<file path="src/rtl/demux4_reg.sv">
// demux4_reg: registered 1-to-4 demultiplexer with a one-entry holding
// register per lane and valid/ready handshakes on both sides.
// Optional feature: define DEMUX4_BROADCAST_EN to add the bcast port, which
// loads the same word into all four lanes in one transfer.
module demux4_reg #(
    parameter int WIDTH = 4
) (
    input  logic               clk,
    input  logic               rst,
    input  logic [WIDTH-1:0]   in_data,
    input  logic [1:0]         in_select,
    input  logic               in_valid,
    output logic               in_ready,
    output logic [4*WIDTH-1:0] out_data,
    output logic [3:0]         out_valid,
    input  logic [3:0]         out_ready,
    output logic [2:0]         occupancy
`ifdef DEMUX4_BROADCAST_EN
    ,
    input  logic               bcast
`endif
);

    typedef enum logic {
        EMPTY = 1'b0,
        FULL  = 1'b1
    } lane_state_t;

    lane_state_t      lane_state [4];
    lane_state_t      lane_next  [4];
    logic [WIDTH-1:0] lane_data  [4];
    logic [3:0]       lane_free;
    logic [3:0]       lane_load;
    logic [3:0]       valid_next;
    logic             bcast_sel;
    logic             in_xfer;

    function automatic logic [2:0] popcount4(input logic [3:0] v);
        popcount4 = {2'b00, v[0]} + {2'b00, v[1]} + {2'b00, v[2]} + {2'b00, v[3]};
    endfunction

`ifdef DEMUX4_BROADCAST_EN
    assign bcast_sel = bcast;
`else
    assign bcast_sel = 1'b0;
`endif

    // Handshake decode: a lane is free when empty or being drained this cycle.
    // in_ready never looks at in_valid, so the source may use it to decide.
    always_comb begin
        lane_free = '0;
        lane_load = '0;
        in_ready  = 1'b0;
        in_xfer   = 1'b0;
        for (int n = 0; n < 4; n++) begin
            lane_free[n] = (lane_state[n] == EMPTY) || out_ready[n];
        end
        if (bcast_sel) begin
            in_ready = &lane_free;
        end else begin
            in_ready = lane_free[in_select];
        end
        in_xfer = in_valid && in_ready;
        for (int n = 0; n < 4; n++) begin
            lane_load[n] = in_xfer && (bcast_sel || (in_select == 2'(n)));
        end
    end

    // Per-lane next state: refill wins over drain, so a lane drained and
    // refilled on the same edge stays FULL with no bubble.
    always_comb begin
        valid_next = '0;
        for (int n = 0; n < 4; n++) begin
            lane_next[n] = lane_state[n];
            case (lane_state[n])
                EMPTY: if (lane_load[n]) lane_next[n] = FULL;
                FULL: begin
                    if (lane_load[n])      lane_next[n] = FULL;
                    else if (out_ready[n]) lane_next[n] = EMPTY;
                end
                default: lane_next[n] = EMPTY;
            endcase
            valid_next[n] = (lane_next[n] == FULL);
        end
    end

    // Lane state and occupancy registers; reset discards any in-flight word.
    always_ff @(posedge clk) begin
        if (rst) begin
            for (int n = 0; n < 4; n++) lane_state[n] <= EMPTY;
            occupancy <= '0;
        end else begin
            for (int n = 0; n < 4; n++) lane_state[n] <= lane_next[n];
            occupancy <= popcount4(valid_next);
        end
    end

    // Lane data registers: load only on transfer, otherwise hold last value.
    always_ff @(posedge clk) begin
        if (rst) begin
            for (int n = 0; n < 4; n++) lane_data[n] <= '0;
        end else begin
            for (int n = 0; n < 4; n++) begin
                if (lane_load[n]) lane_data[n] <= in_data;
            end
        end
    end

    // Output packing: lane n occupies bits [n*WIDTH +: WIDTH].
    always_comb begin
        out_data  = '0;
        out_valid = '0;
        for (int n = 0; n < 4; n++) begin
            out_data[n*WIDTH +: WIDTH] = lane_data[n];
            out_valid[n]               = (lane_state[n] == FULL);
        end
    end

endmodule

</file>
<file path="config.mk">
export PLATFORM = sky130hd
export DESIGN_NAME = demux4_reg
export DESIGN_NICKNAME = d
export VERILOG_FILES = /design/src/rtl/demux4_reg.sv
export SDC_FILE = /design/constraint.sdc
export NUM_CORES = 1
export LEC_CHECK = 0
export BUFFER_PORTS_ARGS = -buffer_cell sky130_fd_sc_hd__buf_4
export CAP_MARGIN = 10
export CORE_ASPECT_RATIO = 0.6
export CORE_MARGIN = 3
export CORE_UTILIZATION = 48
export CTS_BUF_LIST = sky130_fd_sc_hd__clkbuf_4 sky130_fd_sc_hd__clkbuf_8 sky130_fd_sc_hd__clkbuf_16
export DETAILED_ROUTE_END_ITERATION = 10
export HOLD_SLACK_MARGIN = 0.06
export PLACE_DENSITY = 0.77
export SYNTH_ARGS = -nofsm -noshare
export SYNTH_HDL_FRONTEND = slang
export SYNTH_SLANG_ARGS = --single-unit
</file>
<file path="constraint.sdc">
create_clock -name clk -period 2.3 [get_ports clk]
set_input_delay 0.345 -clock clk [delete_from_list [all_inputs] [get_ports clk]]
set_output_delay 0.345 -clock clk [all_outputs]
set_load 0.01 [all_outputs]
</file>
==> summary.txt, run 1 <==
I/O Buffers - 36
hold-fix buffers at CTS - 0
DRT iter0 DRCs - 55
worst-margin pin slew - 0.427 ns
Max Cap Violations - 0
Initial DRT Pass Iterations - 4
Final Cycle Share - 0.808
CP max stage delay - 0.42 ns
# DRC - 0
GPL Wtd Cong - 0.808
compound-cell area share of the yosys netlist - 0.0569
CTS Sinks - 23
nature of the critical path startpoint - input port
Chip Height - 43.1 um
largest family of logic cells by synthesized area - simple AND/OR/NAND/NOR gates
clk buf depth - 2
switch share - 0.231
max_slew headroom - 0.711
initial antenna violation count - 0
P&R area growth vs syn - 26.4%
DIE AREA - 2920 sq um
Initial Utilization - 0.551
layout cells sized above 1 - 0.352
synthesized net count - 110
IO Pins - 37
Critical Path End Type - flop
fin crit period - 1.86 ns
Routed wire per std cell - 15.2 um
Synth area leaders - edfxtp_1 44%, dfxtp_1 13%, nor3_1 5.5%
CTS tree - done
VDD IR max - 307 uV
Seq pwr share - 0.561
XOR/XNOR Fraction of Synth Area - 0
Die X - 67.8 um
area share of fa/ha/maj cells after synthesis - 0.0410
Vias - 828
mux contribution to synthesized area - 0
Max Freq - 538 MHz
status - finished, final reports clean
Gate power share - 0.147
CTS root buf - clkbuf_8
CTS buffer count - 3
Final Setup Violations - 0
Routed Antenna Nets - 0
Fin Hold WS - 0.331 ns
CTS resizes - 0
RSZ-0062 raised after global routing - false
vias per inst - 5.41
Syn Std Cell Area - 1100 sq um
GRT Util Overall - 0.179
Net Switching - 193 uW
global-route wire length before repair - 3820 um
net count reported at finish - 142
CP Cell Sequence - buf_4 > or3b_4 > nand2_1 > fa_1 > ha_1 > ha_1 > nor2b_1
Yosys top cell by area - edfxtp_1
Worst Path Max Fanout - 19
Final Max Tran Viols - 0
Clock Power Share - 0.292
synth unique cells - 24
Syn Area/Cell - 11.7 sq um
Yosys top cell area share - 0.437
cell family with most CP delay - adder cells
# Post-CTS Setup Buffers - 0
grt ovf - 0
Pleak - 0.000603 uW
Simple-Gate Fraction of Synth Area - 0.268
Skew-Pair Late Insertion Delay - 0.26 ns
Clk pin slew, worst setup/hold paths - 0.08 ns
Std-Cell Rows - 12
WL final - 2330 um
clk_skew - 0.00701 ns
largest net degree at the start of global routing - 20
#FFs+latches synth - 23
H-tree depth - 1
worst path bufs/invs - 1
Core Area - 2000 sq um
fin util - 0.696
total negative setup slack - 0 ns
crit path kind - input port to flop
number of global-route vias before repair - 754
Inserted Diodes - 0
CP required - 2.46 ns
Seq/Total Area, Yosys - 0.564
worst hold path class - input port to flop
Most common cell on crit path - ha_1
Slowest-stage cell, CP - fa_1
Internal - 641 uW
Syn. warnings - 0
PwrDens - 600 nW/um^2
hold violation total from the final report - 0
post-DP HPWL - 1740 um
crit path DAT - 2.02 ns
Post-Syn Instances - 94
==> through the flow <==
stage | area [sq um] | setup slack, ns | power, uW | instances
finish | 1390 | 0.443 | 834 | 153
global route | 1390 | 0.375 | 876 | 153
CTS | 1390 | 0.434 | 836 | 153
detailed placement | 1340 | 0.144 | 600 | 149
global placement | 1340 | 0.211 | 595 | 149
floorplan | 1100 | 0.262 | 545 | 94
==> cells in the final DEF, fill, tap and decap left out, drive strengths merged <==
cell    instances
inv             2
nor4            5
or3b            1
nor4bb          2
nand3b          6
nand2b          6
nor4b           1
dfxtp           7
a41o            3
edfxtp         16
buf            37
clkbuf          3
a31o            1
clkinv          1
ha              2
nand3           1
a21oi           4
nor2            1
nor2b           7
nor3           12
fa              1
and4b           1
nand2           5
==> layer usage <==
layer,wire length [um],vias to the layer above,track usage
li1,-,405,-
met1,1060,382,0.273
met3,204,2,0.0556
met5,0,-,0
met4,6,0,0.0237
met2,1060,39,0.253
==> Yosys cell counts <==
master    count
a21oi_2       1
buf_4         5
buf_2         4
nand3_1       1
nand2b_1      6
fa_1          1
nor4bb_1      2
nor2b_1       7
nand3b_1      6
nor3_1       12
a21oi_1       3
a31o_2        1
nor4b_1       1
or3b_4        1
nor2_1        1
edfxtp_1     16
a41o_1        3
ha_1          2
nor4_1        5
dfxtp_1       7
inv_1         2
nand2_1       5
and4b_1       1
buf_6         1
==> cell type report <==
class	count	area (sq um)
Sequential cell	23	621
Fill cell	164	607
Multi-Input combinational cell	59	403
Timing Repair Buffer	37	278
Clock buffer	3	41.3
Tap cell	28	35.0
Inverter	2	7.51
Clock inverter	1	5.00
==> registers in the layout, indices dropped and copies added, names as in the netlist <==
signal      flops
lane_data      16
lane_state      4
occupancy       3
==> final timing paths <==
kind | end | slack [ns] | from | cells past startpoint
max reg2reg | occupancy[1] | 0.54 | lane_state[0] | 6
min | lane_state[0] | 0.33 | rst | 2
max | occupancy[1] | 0.44 | in_select[0] | 7
min reg2reg | lane_state[2] | 0.57 | lane_state[2] | 2
==> kinds of logic after synthesis <==
logic type | after synthesis
buffers and inverters | 12
and+or+nand+nor | 48
AOI/OAI and AO/OA | 8
adders and majority gates | 3
DFF | 23
==> power groups by stage <==
stage / logic (uW) / clock network, uW / registers, uW
after floorplan: 59.3 / 0 / 486
after detailed placement: 122 / 0 / 478
after global routing: 136 / 270 / 470
after global placement: 118 / 0 / 477
after CTS: 123 / 246 / 468
final: 123 / 243 / 468
(Power assumes the default switching activity.)
==> run 2, diff against run 1 <==
Settings changed: CORE_UTILIZATION 48 to 44, PLACE_DENSITY 0.77 to 0.74.
Clock period 2.3 ns to 1.6 ns, I/O delays scaled along.
==> run 2 against run 1 <==
Net effect:
- utilization increased by 2.7 points
- clock-buffer cell count is the same
- sequential cell count stayed put
- sequential share of layout area decreased by 6.5 points
- worst hold slack worse by 0.099 ns
- combinational power rose by 84%
- cell area rose by 18%
- final cell count rose by 16%
==> summary.txt, run 2 (synthesized netlist as in run 1, its figures left out) <==
status - finished, final reports clean
fin area - 1630 sq um
Cells after DPL - 169
# DRC - 0
largest registers - lane_data (16), lane_state (4), occupancy (3)
max_slew headroom - 0.775
Worst Path Max Fanout - 3
Std-Cell Rows - 13
fin cells - 177
net count reported at finish - 164
Inserted Diodes - 0
clk_skew - 0.00926 ns
R2R cell count - 6
Routed wire per std cell - 15.8 um
P&R area growth vs syn - 48.6%
Seq pwr share - 0.533
Slowest-stage cell, CP - dfxtp_2
RSZ-0062 raised after global routing - true
hold-fix buffers at CTS - 0
number of global-route vias before repair - 912
IO Pins - 37
most common cell after layout, fill and taps aside - buf_4
CTS Sinks - 23
Critical Path End Type - output port
Max Freq - 625 MHz
total negative setup slack - 0 ns
GRT Util Overall - 0.183
WHS Endpoint - lane_state[0]
I/O Buffers - 36
WL final - 2800 um
fin crit period - 1.60 ns
worst-margin pin slew - 0.337 ns
initial antenna violation count - 0
Placed Area - 1490 sq um
post-DP HPWL - 2060 um
Initial DRT Pass Iterations - 4
reg-to-reg endpoint - occupancy[1]
VDD IR max - 577 uV
flop2flop setup slack - 0.01 ns
Initial Utilization - 0.486
Hold Path Cell Cnt - 2
DRT iter0 DRCs - 79
global-route wire length before repair - 4390 um
fin util - 0.723
crit path DAT - 1.36 ns
crit path kind - flop to output port
Final Cycle Share - 0.999
Max Cap Violations - 0
CP Cell Sequence - buf_6 > nor4b_4 > nor4_2 > buf_4
nature of the critical path startpoint - flop
clk buf depth - 2
Gate power share - 0.179
Skew-Pair Late Insertion Delay - 0.27 ns
Routed Antenna Nets - 0
Pleak - 0.000715 uW
Clk pin slew, worst setup/hold paths - 0.09 ns
CP max stage delay - 0.35 ns
GPL Wtd Cong - 0.846
most frequent cells in the layout - 57 x buf_4, 16 x edfxtp_1, 12 x nor3_1
worst hold path class - input port to flop
Net Switching - 307 uW
grt ovf - 0
Final Max Tran Viols - 0
Vias - 939
Final Setup Violations - 0
layout cells sized above 1 - 0.524
largest net degree at the start of global routing - 16
CTS root buf - clkbuf_8
Clock Power Share - 0.288
H-tree depth - 1
worst path bufs/invs - 2
startpoint of the worst hold path - rst
FF-to-FF Start - lane_state[3]
Chip Height - 44.7 um
DIE AREA - 3160 sq um
vias per inst - 5.31
Internal - 956 uW
Die X - 70.5 um
cell family with most CP delay - simple AND/OR/NAND/NOR gates
Most flops, register - lane_data
Core Area - 2260 sq um
switch share - 0.243
max reg flops - 16
PwrDens - 773 nW/um^2
CP required - 1.36 ns
CTS buffer count - 3
Fin Hold WS - 0.232 ns
CTS tree - done
hold violation total from the final report - 0
-- run 2: power groups by stage --
stage	clock (uW)	sequential, uW	combinational (uW)
after detailed placement	0	685	207
after global routing	394	676	245
after global placement	0	684	202
after CTS	364	672	214
final	363	673	226
after floorplan	0	699	89.2
-- run 2: layout make-up --
type	instances	area (sq um)
timing repair buffer	59	450
tap	30	37.5
multi-input combinational	59	469
clock buffer	3	41.3
fill	170	627
clock inverter	1	5.00
sequential	23	623
inverter	2	7.51
-- run 2: worst max path at each step --
| stage | startpoint | endpoint | slack, ns | depth (start not counted) |
|---|---|---|---|---|
| 3_5_place_dp | in_select[0] | occupancy[1] | -0.29 | 7 |
| 5_1_grt | lane_state[3] | occupancy[1] | -0.06 | 6 |
| 2_1_floorplan | in_select[0] | occupancy[1] | -0.27 | 7 |
| 3_3_place_gp | in_select[0] | occupancy[1] | -0.28 | 7 |
| 4_1_cts | lane_state[0] | occupancy[1] | -0.02 | 6 |
| 6_report | lane_state[0] | in_ready | 0.001 | 4 |
-- run 2: repair_timing --
| item | CTS | global route |
|---|---|---|
| pin swaps | 5 | 4 |
| setup buffers | 4 | 0 |
| setup endpoints to repair | 2 | 8 |
| resized for setup | 4 | 8 |
-- run 2: through the flow --
stage          setup slack (ns)  power, uW
2_1_floorplan            -0.268        788
4_1_cts                 -0.0159       1250
5_1_grt                 -0.0623       1310
3_3_place_gp             -0.279        886
6_report                0.00102       1260
3_5_place_dp             -0.294        893
-- run 2: layer usage --
metal  global-route usage  vias up  share of wire  wire [um]
li1                     -      447              -          -
met1                0.245      443           0.43       1190
met2                0.292       47           0.47       1310
met3               0.0600        2           0.10        280
met4               0.0524        0         0.0061         17
met5                    0        -              0          0
